<file path="config.mk">
export PLATFORM = sky130hd
export DESIGN_NAME = fwd_scoreboard
export DESIGN_NICKNAME = d
export VERILOG_FILES = /design/src/rtl/fwd_scoreboard.sv
export SDC_FILE = /design/constraint.sdc
export NUM_CORES = 1
export LEC_CHECK = 0
export BUFFER_PORTS_ARGS = -buffer_cell sky130_fd_sc_hd__buf_4
export CAP_MARGIN = 40
export CORE_MARGIN = 3
export CORE_UTILIZATION = 25
export DETAILED_ROUTE_END_ITERATION = 6
export GPL_TIMING_DRIVEN = 1
export SYNTH_ARGS = -nofsm -noshare
export SYNTH_HDL_FRONTEND = slang
export SYNTH_SLANG_ARGS = --single-unit
</file>
<file path="constraint.sdc">
create_clock -name clk -period 5.24 [get_ports clk]
set_clock_uncertainty 0.2 [all_clocks]
set_input_delay 1.572 -clock clk [delete_from_list [all_inputs] [get_ports clk]]
set_output_delay 1.572 -clock clk [all_outputs]
set_load 0.05 [all_outputs]
</file>
<file path="src/rtl/fwd_scoreboard.sv">
// fwd_scoreboard: operand-forwarding scoreboard that sits beside the ID/EX -> EX
// boundary. It tracks DEPTH in-flight results past EX and resolves NUM_SRC
// source operands, including the ecall a7 read. It also raises load-use stalls
// for loads whose data has not yet returned.

// Per-slot resolver: picks the youngest matching in-flight entry for one source.
module fwd_src_resolve #(
   parameter int XLEN  = 32,
   parameter int DEPTH = 3,
   parameter int SEL_W = 2
) (
   input  logic                       src_en,
   input  logic [4:0]                 src_addr,
   input  logic [XLEN-1:0]            src_rf_data,
   input  logic [DEPTH:1]             ent_vld,
   input  logic [DEPTH:1]             ent_wr,
   input  logic [DEPTH:1]             ent_rdy,
   input  logic [DEPTH:1][4:0]        ent_rd,
   input  logic [DEPTH:1][XLEN-1:0]   ent_data,
   output logic [SEL_W-1:0]           sel,
   output logic [XLEN-1:0]            data,
   output logic                       stall_req
);

   // Scan from the oldest entry to the youngest so the youngest match overwrites.
   // Only the winner's ready bit decides the stall; older unready copies are shadowed.
   always_comb begin
      sel       = '0;
      data      = src_rf_data;
      stall_req = 1'b0;
      for (int k = DEPTH; k >= 1; k--) begin
         if (src_en && (src_addr != 5'd0) && ent_vld[k] && ent_wr[k] &&
             (ent_rd[k] == src_addr)) begin
            sel       = SEL_W'(k);
            data      = ent_data[k];
            stall_req = ~ent_rdy[k];
         end
      end
   end

endmodule

module fwd_scoreboard #(
   parameter int  XLEN    = 32,
   parameter int  DEPTH   = 3,
   parameter int  NUM_SRC = 3,
   localparam int SEL_W   = $clog2(DEPTH + 1)
) (
   input  logic                      clk,
   input  logic                      reset,
   input  logic                      advance,
   input  logic                      ex_valid,
   input  logic [4:0]                ex_rd,
   input  logic                      ex_reg_write,
   input  logic                      ex_is_load,
   input  logic [XLEN-1:0]           ex_result,
   input  logic                      mem_load_valid,
   input  logic [XLEN-1:0]           mem_load_data,
   input  logic [NUM_SRC*5-1:0]      src_addr,
   input  logic [NUM_SRC-1:0]        src_en,
   input  logic [NUM_SRC*XLEN-1:0]   src_rf_data,
   output logic [NUM_SRC*SEL_W-1:0]  fwd_sel,
   output logic [NUM_SRC*XLEN-1:0]   fwd_data,
   output logic                      load_use_stall,
   output logic                      protocol_err
);

   // Entry state; index 1 is the EX/MEM (youngest) entry.
   logic [DEPTH:1]            vld_pipe;
   logic [DEPTH:1]            wr_q;
   logic [DEPTH:1]            ld_q;
   logic [DEPTH:1]            rdy_q;
   logic [DEPTH:1][4:0]       rd_q;
   logic [DEPTH:1][XLEN-1:0]  data_q;

   logic [NUM_SRC-1:0]        slot_stall;
   logic                      ld_pending;
   logic                      ld_done;
   logic                      ex_vld_in;

   // Stage-1 load still waiting on memory, and whether it completes this cycle.
   assign ld_pending = vld_pipe[1] & ld_q[1] & ~rdy_q[1];
   assign ld_done    = ld_pending & mem_load_valid;

   // A stalled EX instruction enters as a bubble.
   assign load_use_stall = |slot_stall;
   assign ex_vld_in      = ex_valid & ~load_use_stall;

   // One resolver per source slot.
   for (genvar i = 0; i < NUM_SRC; i++) begin : g_slot
      fwd_src_resolve #(
         .XLEN  (XLEN),
         .DEPTH (DEPTH),
         .SEL_W (SEL_W)
      ) u_res (
         .src_en      (src_en[i]),
         .src_addr    (src_addr[i*5 +: 5]),
         .src_rf_data (src_rf_data[i*XLEN +: XLEN]),
         .ent_vld     (vld_pipe),
         .ent_wr      (wr_q),
         .ent_rdy     (rdy_q),
         .ent_rd      (rd_q),
         .ent_data    (data_q),
         .sel         (fwd_sel[i*SEL_W +: SEL_W]),
         .data        (fwd_data[i*XLEN +: XLEN]),
         .stall_req   (slot_stall[i])
      );
   end

   // Shift entries on advance; otherwise only complete a pending load in place.
   // Load data arriving together with advance lands in the shifted stage-2 copy.
   always_ff @(posedge clk or negedge reset) begin
      if (!reset) begin
         vld_pipe     <= '0;
         wr_q         <= '0;
         ld_q         <= '0;
         rdy_q        <= '0;
         rd_q         <= '0;
         data_q       <= '0;
         protocol_err <= 1'b0;
      end else if (advance) begin
         for (int k = DEPTH; k >= 2; k--) begin
            vld_pipe[k] <= vld_pipe[k-1];
            wr_q[k]     <= wr_q[k-1];
            ld_q[k]     <= ld_q[k-1];
            rd_q[k]     <= rd_q[k-1];
            if (k == 2 && ld_done) begin
               rdy_q[k]  <= 1'b1;
               data_q[k] <= mem_load_data;
            end else begin
               rdy_q[k]  <= rdy_q[k-1];
               data_q[k] <= data_q[k-1];
            end
         end
         vld_pipe[1] <= ex_vld_in;
         wr_q[1]     <= ex_reg_write;
         ld_q[1]     <= ex_is_load;
         rd_q[1]     <= ex_rd;
         rdy_q[1]    <= ~ex_is_load;
         data_q[1]   <= ex_result;
         // An unready load moving on without its data is a pipeline-control bug.
         if (ld_pending && !mem_load_valid)
            protocol_err <= 1'b1;
      end else if (ld_done) begin
         rdy_q[1]  <= 1'b1;
         data_q[1] <= mem_load_data;
      end
   end

endmodule

</file>
-- Yosys cells after proc, flatten, opt, wreduce, memory -nomap -nowiden
Cells that the tools add are included.
- bits in registers: 122
- latch bits: 0
- memory bits (writable): 0
- memory bits (read-only): 0
- output and inout port bits: 104
- logic and storage cells: 98
- memories: 0
- $add $sub $neg: 0
- multipliers: 0
- div/mod/pow operators: 0
- magnitude comparators: 0
- eq/ne operators: 9
- shift-type cells: 0
- muxes and demuxes: 31
- bitwise gates (word level): 9
- reductions and logical operators: 37
- operators by type and width (operator ; number):
    $mux W32 ; 11
    $eq A5 B5 Y1 ; 9
    $logic_and A1 B1 Y1 ; 31
    $mux W2 ; 9
    $reduce_bool A5 Y1 ; 3
    $mux W1 ; 11
    $not A1 Y1 ; 5
    $and A1 B1 Y1 ; 4
    $reduce_or A3 Y1 ; 1
    $reduce_and A2 Y1 ; 1
    $logic_not A1 Y1 ; 1

-- Logic depth before layout (Yosys ltp)
Gate-level depths: netlist of the first run.
- depth in word-level cells: 11
- mapped depth: 8

-- By module
From an unflattened synthesis of the first run, not the netlist that was laid out.
- cell total of the unflattened synthesis: 847
- area, all modules: 9093.7 um^2
- modules (own cells, without submodules) (module ; times used ; cells an instance ; area each (um^2) ; sequential area each (um^2)):
    fwd_scoreboard ; 1 ; 301 ; 4953.5 ; 3052.9
    fwd_src_resolve ; 3 ; 182 ; 1380.1 ; 0.0

-- Worst setup path before layout of the first run
No wires, ideal clock.
- path kind: input to output
- start point: input src_addr[14]
- end point: output fwd_sel[5]
- data arrival time: 3.465 ns
- data required time: 3.468 ns
- setup slack: 0.003 ns
- stages: 6
- buffers on the path: 2
- cell sequence: or4_4 -> o21ai_2 -> nor4_2 -> buf_2 -> clkbuf_1 -> a21oi_1
- word-level cells in the longest chain between the ends: 8
- elaborated cells on any way between the ends: 17
- those cells by class: eq/ne (3); mux (3); reduce/logical (11)
- RTL lines (element ; line ; RTL):
    start, declared ; 59 ; input logic [NUM_SRC*5-1:0] src_addr,
    $reduce_bool A5 Y1 ; 32 ; if (src_en && (src_addr != 5'd0) && ent_vld[k] && ent_wr[k] &&
    $logic_and A1 B1 Y1 (4 in series) ; 32 ;
    $mux W2 (2 in series) ; 32 ;
    $mux W2 * ; 32 ;
    end, declared ; 62 ; output logic [NUM_SRC*SEL_W-1:0] fwd_sel,
Every way passes the cells marked *; elsewhere a longest branch is shown, timed or not.

-- Worst setup path after layout of the first run
- start point: input src_addr[1]
- end point: output load_use_stall
- word-level cells in the longest chain between the ends: 9
- elaborated cells on any way between the ends: 18
- those cells by class: eq/ne (3); mux (3); reduce/logical (12)
- RTL lines (element ; line ; RTL):
    $reduce_bool A5 Y1 ; 32 ;
    $logic_and A1 B1 Y1 (4 in series) ; 32 ;
    $mux W1 (2 in series) ; 32 ;
    $mux W1 * ; 32 ;
    $reduce_or A3 Y1 * ; 86 ; assign load_use_stall = |slot_stall;
    end, declared ; 64 ; output logic load_use_stall,
Marked as above.

==> impl_metrics.env, run 1 <==
export IMPL_drive_gt1_share_pct=60.9
export IMPL_relSlewSlack_pct=48.8
export IMPL_worst_slew_pin_slew_ns=0.767
export IMPL_yosys_warnings=0
export IMPL_cp_slowest_cell="or4_4"
export IMPL_worstSetupStartpointType="primary input"
export IMPL_die_w_um=194
export IMPL_p_total_mw=3.68
export IMPL_clkLatencyLatePin_ns=0.43
export IMPL_seq_area_frac_synth_pct=34.5
export IMPL_cpLargestDelayFamily="simple AND/OR/NAND/NOR gates"
export IMPL_grt_pass1_wl_um=50200
export IMPL_cts_clk_slew_worst_paths_ns=0.06
export IMPL_finalNonFillerCells=1627
export IMPL_dp_cells=1571
export IMPL_setup_tns_final_ns=-1.05
export IMPL_power_density_mw_per_mm2=261
export IMPL_ys_seq_elements=122
export IMPL_critical_path_endpoint_type="output pin"
export IMPL_synth_area_top_cells="dfrtp_1 (34%), mux2_2 (25%), mux2i_1 (11%)"
export IMPL_syn_to_final_growth_pct=59.3
export IMPL_fin_util_pct=40.6
export IMPL_h_tree_depth=4
export IMPL_min_path_cells=1
export IMPL_clockBufferDepth=2
export IMPL_synth_edf_count=0
export IMPL_fmax_ghz=0.188
export IMPL_crit_buf_inv=3
export IMPL_syn_inst=832
export IMPL_grt_overflow_total=0
export IMPL_slowest_delay_ns=0.54
export IMPL_vias=7926
export IMPL_violations="setup timing"
export IMPL_drc=0
export IMPL_routed_via_density=4.87
export IMPL_clock_root_buffer="clkbuf_16"
export IMPL_dieArea_sq_mm=0.0377
export IMPL_avgSynthCellArea_sq_um=10.6
export IMPL_port_buffers=293
export IMPL_reg2reg_depth=6
export IMPL_fin_crit_ns=5.32
export IMPL_crit_cells=9
export IMPL_maxCapViolCount=0
export IMPL_p_leak_nw=6.35
export IMPL_drtIter0Drc=300
export IMPL_track_usage_pct=17.3
export IMPL_io_pin_count=294
export IMPL_dr_pass1_iters=5
export IMPL_synth_cell_type_count=47
export IMPL_antenna_found_initial=1
export IMPL_rsz0062_at_grt="yes"
export IMPL_nets=1348
export IMPL_start_util_pct=25.5
export IMPL_finalSetupViolCount=53
export IMPL_synth_top_cell_area_share_pct=34.5
export IMPL_place_area_sq_mm=0.0119
export IMPL_multi_input_area_sq_mm=0.00603
export IMPL_path_cells="buf_6 > or4_4 > o21ai_4 > buf_6 > nor3_2 > or4b_1 > o31ai_2 > or3_1 > buf_6"
export IMPL_tritoncts="done"
export IMPL_yosys_area_top_type="dfrtp_1"
export IMPL_fin_ws_ns=-0.0814
export IMPL_irDropWorstVdd_v=0.000204
export IMPL_coreArea_sq_mm=0.0347
export IMPL_ant_nets=0
export IMPL_hold_viol=0
export IMPL_numCtsBuffers=17
export IMPL_n_fill_cell=3350
export IMPL_dieHeight_um=194
export IMPL_synth_common_cells="mux2_2 (198), dfrtp_1 (122), mux2i_1 (96), nor2_1 (67), nand2_1 (44)"
export IMPL_dp_hpwl_um=22900
export IMPL_post_drt_wl_per_cell_um=21.4
export IMPL_min_period_over_period_pct=102
export IMPL_register_area_sq_mm=0.00305
export IMPL_async_reset_ff_share_pct=100
export IMPL_stdcell_area_sq_mm=0.0141
export IMPL_routabilityCongestion=0.858
export IMPL_worstSetupPathType="in -> out"
export IMPL_row_count=68
export IMPL_worstPathMaxFanout=3
export IMPL_required_ns=3.47
export IMPL_holdCritPathClass="reg -> reg"
export IMPL_drv_slew=0
export IMPL_grt_max_degree=79
export IMPL_synth_most_common_cell="mux2_2"
export IMPL_status="finished with violations"
export IMPL_routed_wl_um=34800
export IMPL_synthesis_area_sq_mm=0.00885
export IMPL_grt_pass1_vias=8212
export IMPL_synthesis_nets=1022
export IMPL_ys_flop_type="dfrtp_1"
export IMPL_cts_sinks=122
export IMPL_cpMostUsedCell="buf_6"
export IMPL_cp_data_arrival_time_ns=3.55
[state kept, by name (all words and copies together) (netlist names)]
register and cells:
wr_q 3, ld_q 1, vld_pipe 3, rd_q 15, data_q 96, protocol_err 1
rdy_q 3
[cell families (layout without fill, tap and decap cells)]
kind of cell / count (synthesis) / after routing / synth area share, %
xor+xnor: 45 / 45 / 4.45
other cells: 0 / 1 / 0
simple gates: 143 / 143 / 7.48
flops: 122 / 122 / 34.5
mux: 309 / 309 / 38.6
compound gates: 145 / 145 / 10.6
buf+inv: 68 / 407 / 4.34
[cell type report]
type / count / area share [%]
Antenna cell: 1 / 0.0177
Multi-Input combinational cell: 642 / 42.7
Timing Repair Buffer: 369 / 26.8
Inverter: 6 / 0.160
Sequential cell: 122 / 21.6
Clock inverter: 13 / 1.59
Tap cell: 455 / 4.04
Clock buffer: 19 / 3.07
[through the flow]
| step | hold slack, ns | setup WS [ns] |
|---|---|---|
| floorplan | 0.273 | 0.00324 |
| global placement | 0.258 | -0.328 |
| detailed placement | 0.297 | -0.292 |
| CTS | 0.310 | -0.0825 |
| global route | 0.323 | -0.136 |
| finish | 0.299 | -0.0814 |
[power by group]
part	internal [mW]	leakage [nW]	total (mW)	switching, mW
Clock	0.889	0.317	1.35	0.461
Sequential	1.10	1.43	1.32	0.224
Combinational	0.532	4.60	1.01	0.479
[placed cells by master, fill, tap and decap left out, drive strengths merged, types with 7 or more instances in the layout]
master / netlist / routed
dfrtp: 122 / 122
mux2: 213 / 213
xnor2: 34 / 34
o21ai: 36 / 36
mux2i: 96 / 96
nor2: 67 / 67
clkbuf: 21 / 24
buf: 41 / 364
a211oi: 33 / 33
a21o: 33 / 33
xor2: 11 / 11
nor4: 7 / 7
nand2: 45 / 45
a21oi: 35 / 35
[repair_timing]
item                                    in CTS  in global routing
cloned                                       7                  5
setup buffers                                9                  8
resized for setup                          166                124
pin swaps                                   18                 31
endpoints found under the setup margin     100                 97
hold buffers                                 0                  0
[final timing paths]
check / start / endpoint / slack, ns
worst max-delay path: src_addr[1] / load_use_stall / -0.08
worst max register to register: rdy_q[1] / data_q[34] / 2.58
worst min-delay path: protocol_err / protocol_err / 0.30
min in group asynchronous: reset / data_q[5] / 0.98
max in group asynchronous: reset / data_q[92] / 2.99
worst min register to register: protocol_err / protocol_err / 0.30
[routing by layer]
layer | routed length [um] | share of wire (%) | global-route usage, % | up-vias
li1 | - | - | - | 3698
met1 | 15200 | 44 | 21.8 | 3960
met2 | 17600 | 51 | 29.7 | 245
met3 | 1520 | 4.4 | 3.77 | 23
met4 | 478 | 1.4 | 4.87 | 0
met5 | 0 | 0 | 0 | -
(Power assumes the default switching activity.)
==> run 2, diff against run 1 <==
--- a/config.mk
+++ b/config.mk
@@ -11,6 +11,7 @@
 export CORE_UTILIZATION = 25
 export DETAILED_ROUTE_END_ITERATION = 6
 export GPL_TIMING_DRIVEN = 1
+export REMOVE_ABC_BUFFERS = 1
 export SYNTH_ARGS = -nofsm -noshare
 export SYNTH_HDL_FRONTEND = slang
 export SYNTH_SLANG_ARGS = --single-unit
==> run 2 against run 1 <==
Against the previous run: the flow still finishes with violations (setup timing); combinational power hardly changed; count of clock-buffer cells in the layout is 1 higher; power is 2.4% lower; utilization is 1.5 points higher; first-iteration DRC count is 43% higher; maximum frequency is 0.92% lower; wire length is 8.8% higher; clock power is 8% lower; sequential cell count stayed put; critical path depth stayed put; setup slack worse by 0.049 ns.
==> impl_metrics.env, run 2 (synthesized netlist as in run 1, its figures left out) <==
export IMPL_status="finished with violations"
export IMPL_violations="setup timing"
export IMPL_port_buffers=293
export IMPL_finalSetupViolCount=78
export IMPL_grt_overflow_total=0
export IMPL_finalNonFillerCells=1657
export IMPL_holdCritPathClass="reg -> reg"
export IMPL_antenna_found_initial=1
export IMPL_drv_slew=0
export IMPL_nets=1379
export IMPL_drc=0
export IMPL_grt_max_degree=84
export IMPL_reg2reg_depth=5
export IMPL_dieHeight_um=194
export IMPL_start_util_pct=25.5
export IMPL_crit_buf_inv=3
export IMPL_worstSetupStartpointType="primary input"
export IMPL_power_density_mw_per_mm2=246
export IMPL_fin_util_pct=42.1
export IMPL_maxCapViolCount=0
export IMPL_fin_crit_ns=5.37
export IMPL_h_tree_depth=4
export IMPL_setup_tns_final_ns=-4.84
export IMPL_irDropWorstVdd_v=0.000184
export IMPL_critical_path_endpoint_type="output pin"
export IMPL_dp_hpwl_um=23200
export IMPL_cp_data_arrival_time_ns=3.60
export IMPL_cts_hold_buffers=0
export IMPL_final_common_cell="buf_4"
export IMPL_syn_to_final_growth_pct=65.2
export IMPL_grt_pass1_vias=8578
export IMPL_min_path_cells=1
export IMPL_drive_gt1_share_pct=63.4
export IMPL_p_total_mw=3.60
export IMPL_die_w_um=194
export IMPL_post_drt_wl_per_cell_um=22.9
export IMPL_dp_cells=1581
export IMPL_dp_slack_ns=-0.227
export IMPL_place_area_sq_mm=0.0119
export IMPL_required_ns=3.47
export IMPL_drtIter0Drc=428
export IMPL_ant_nets=0
export IMPL_top_regs="data_q: 96 flops, rd_q: 15 flops"
export IMPL_hold_slack_ns=0.286
export IMPL_p_leak_nw=6.50
export IMPL_clock_root_buffer="clkbuf_16"
export IMPL_routed_via_density=4.99
export IMPL_worstPathMaxFanout=5
export IMPL_rsz0062_at_grt="yes"
export IMPL_mostFrequentLayoutCells="buf_4 (227), mux2_2 (174), dfrtp_1 (122), buf_6 (102), mux2i_1 (76)"
export IMPL_hold_viol=0
export IMPL_regMostFlops="data_q"
export IMPL_numCtsBuffers=17
export IMPL_largest_register_ff_count=96
export IMPL_fmax_ghz=0.186
export IMPL_vias=8266
export IMPL_worst_slew_pin_slew_ns=0.812
export IMPL_antenna_cells=0
export IMPL_stdcell_area_sq_mm=0.0146
export IMPL_track_usage_pct=17.5
export IMPL_routabilityCongestion=0.879
export IMPL_fin_ws_ns=-0.131
export IMPL_cts_sinks=122
export IMPL_min_period_over_period_pct=102
export IMPL_worstSetupPathType="in -> out"
export IMPL_clockBufferDepth=2
export IMPL_clkLatencyLatePin_ns=0.42
export IMPL_slowest_delay_ns=0.55
export IMPL_path_cells="buf_8 > or4_4 > o21ai_4 > nand4bb_4 > buf_4 > o22a_1 > o22ai_1 > or3_1 > buf_6"
export IMPL_cpLargestDelayFamily="simple AND/OR/NAND/NOR gates"
export IMPL_crit_cells=9
export IMPL_dieArea_sq_mm=0.0377
export IMPL_coreArea_sq_mm=0.0347
export IMPL_relSlewSlack_pct=45.9
export IMPL_grt_pass1_wl_um=51700
export IMPL_dr_pass1_iters=5
export IMPL_routed_wl_um=37900
export IMPL_row_count=68
export IMPL_tritoncts="done"
export IMPL_io_pin_count=294
export IMPL_cp_slowest_cell="or4_4"
export IMPL_cts_clk_slew_worst_paths_ns=0.06
-- run 2: area by class of cell --
class | count | area (sq um)
fill | 3265 | 20100
multi-input combinational | 642 | 6130
timing repair buffer | 400 | 4240
sequential | 122 | 3050
tap | 455 | 569
clock buffer | 20 | 467
clock inverter | 12 | 138
inverter | 6 | 22.5
-- run 2: layer usage --
| metal | vias up | global-route usage, % | wire length [um] |
|---|---|---|---|
| li1 | 3749 | - | - |
| met1 | 4130 | 23.1 | 16900 |
| met2 | 327 | 29.5 | 18300 |
| met3 | 58 | 3.21 | 1880 |
| met4 | 2 | 4.87 | 811 |
| met5 | - | 0 | 20 |
-- run 2: worst paths after layout --
kind / from / to / slack, ns
setup / recovery: src_addr[6] / load_use_stall / -0.13
hold / removal: protocol_err / protocol_err / 0.29
setup reg to reg: vld_pipe[1] / data_q[55] / 2.59
hold reg to reg: protocol_err / protocol_err / 0.29
max in group asynchronous: reset / data_q[44] / 2.95
min in group asynchronous: reset / data_q[6] / 1.00
-- run 2: what timing repair did --
action / 4_1_cts / 5_1_grt
endpoints found under the setup margin: 97 / 99
pin swaps: 12 / 38
gates resized for setup: 151 / 196
cloned: 7 / 16
setup buffers: 8 / 17
-- run 2: report_power, final --
part           internal (mW)  total (mW)  switching (mW)
combinational          0.543        1.03           0.489
sequential              1.10        1.33           0.230
clock                  0.744        1.24           0.492
total                   2.39        3.60            1.21
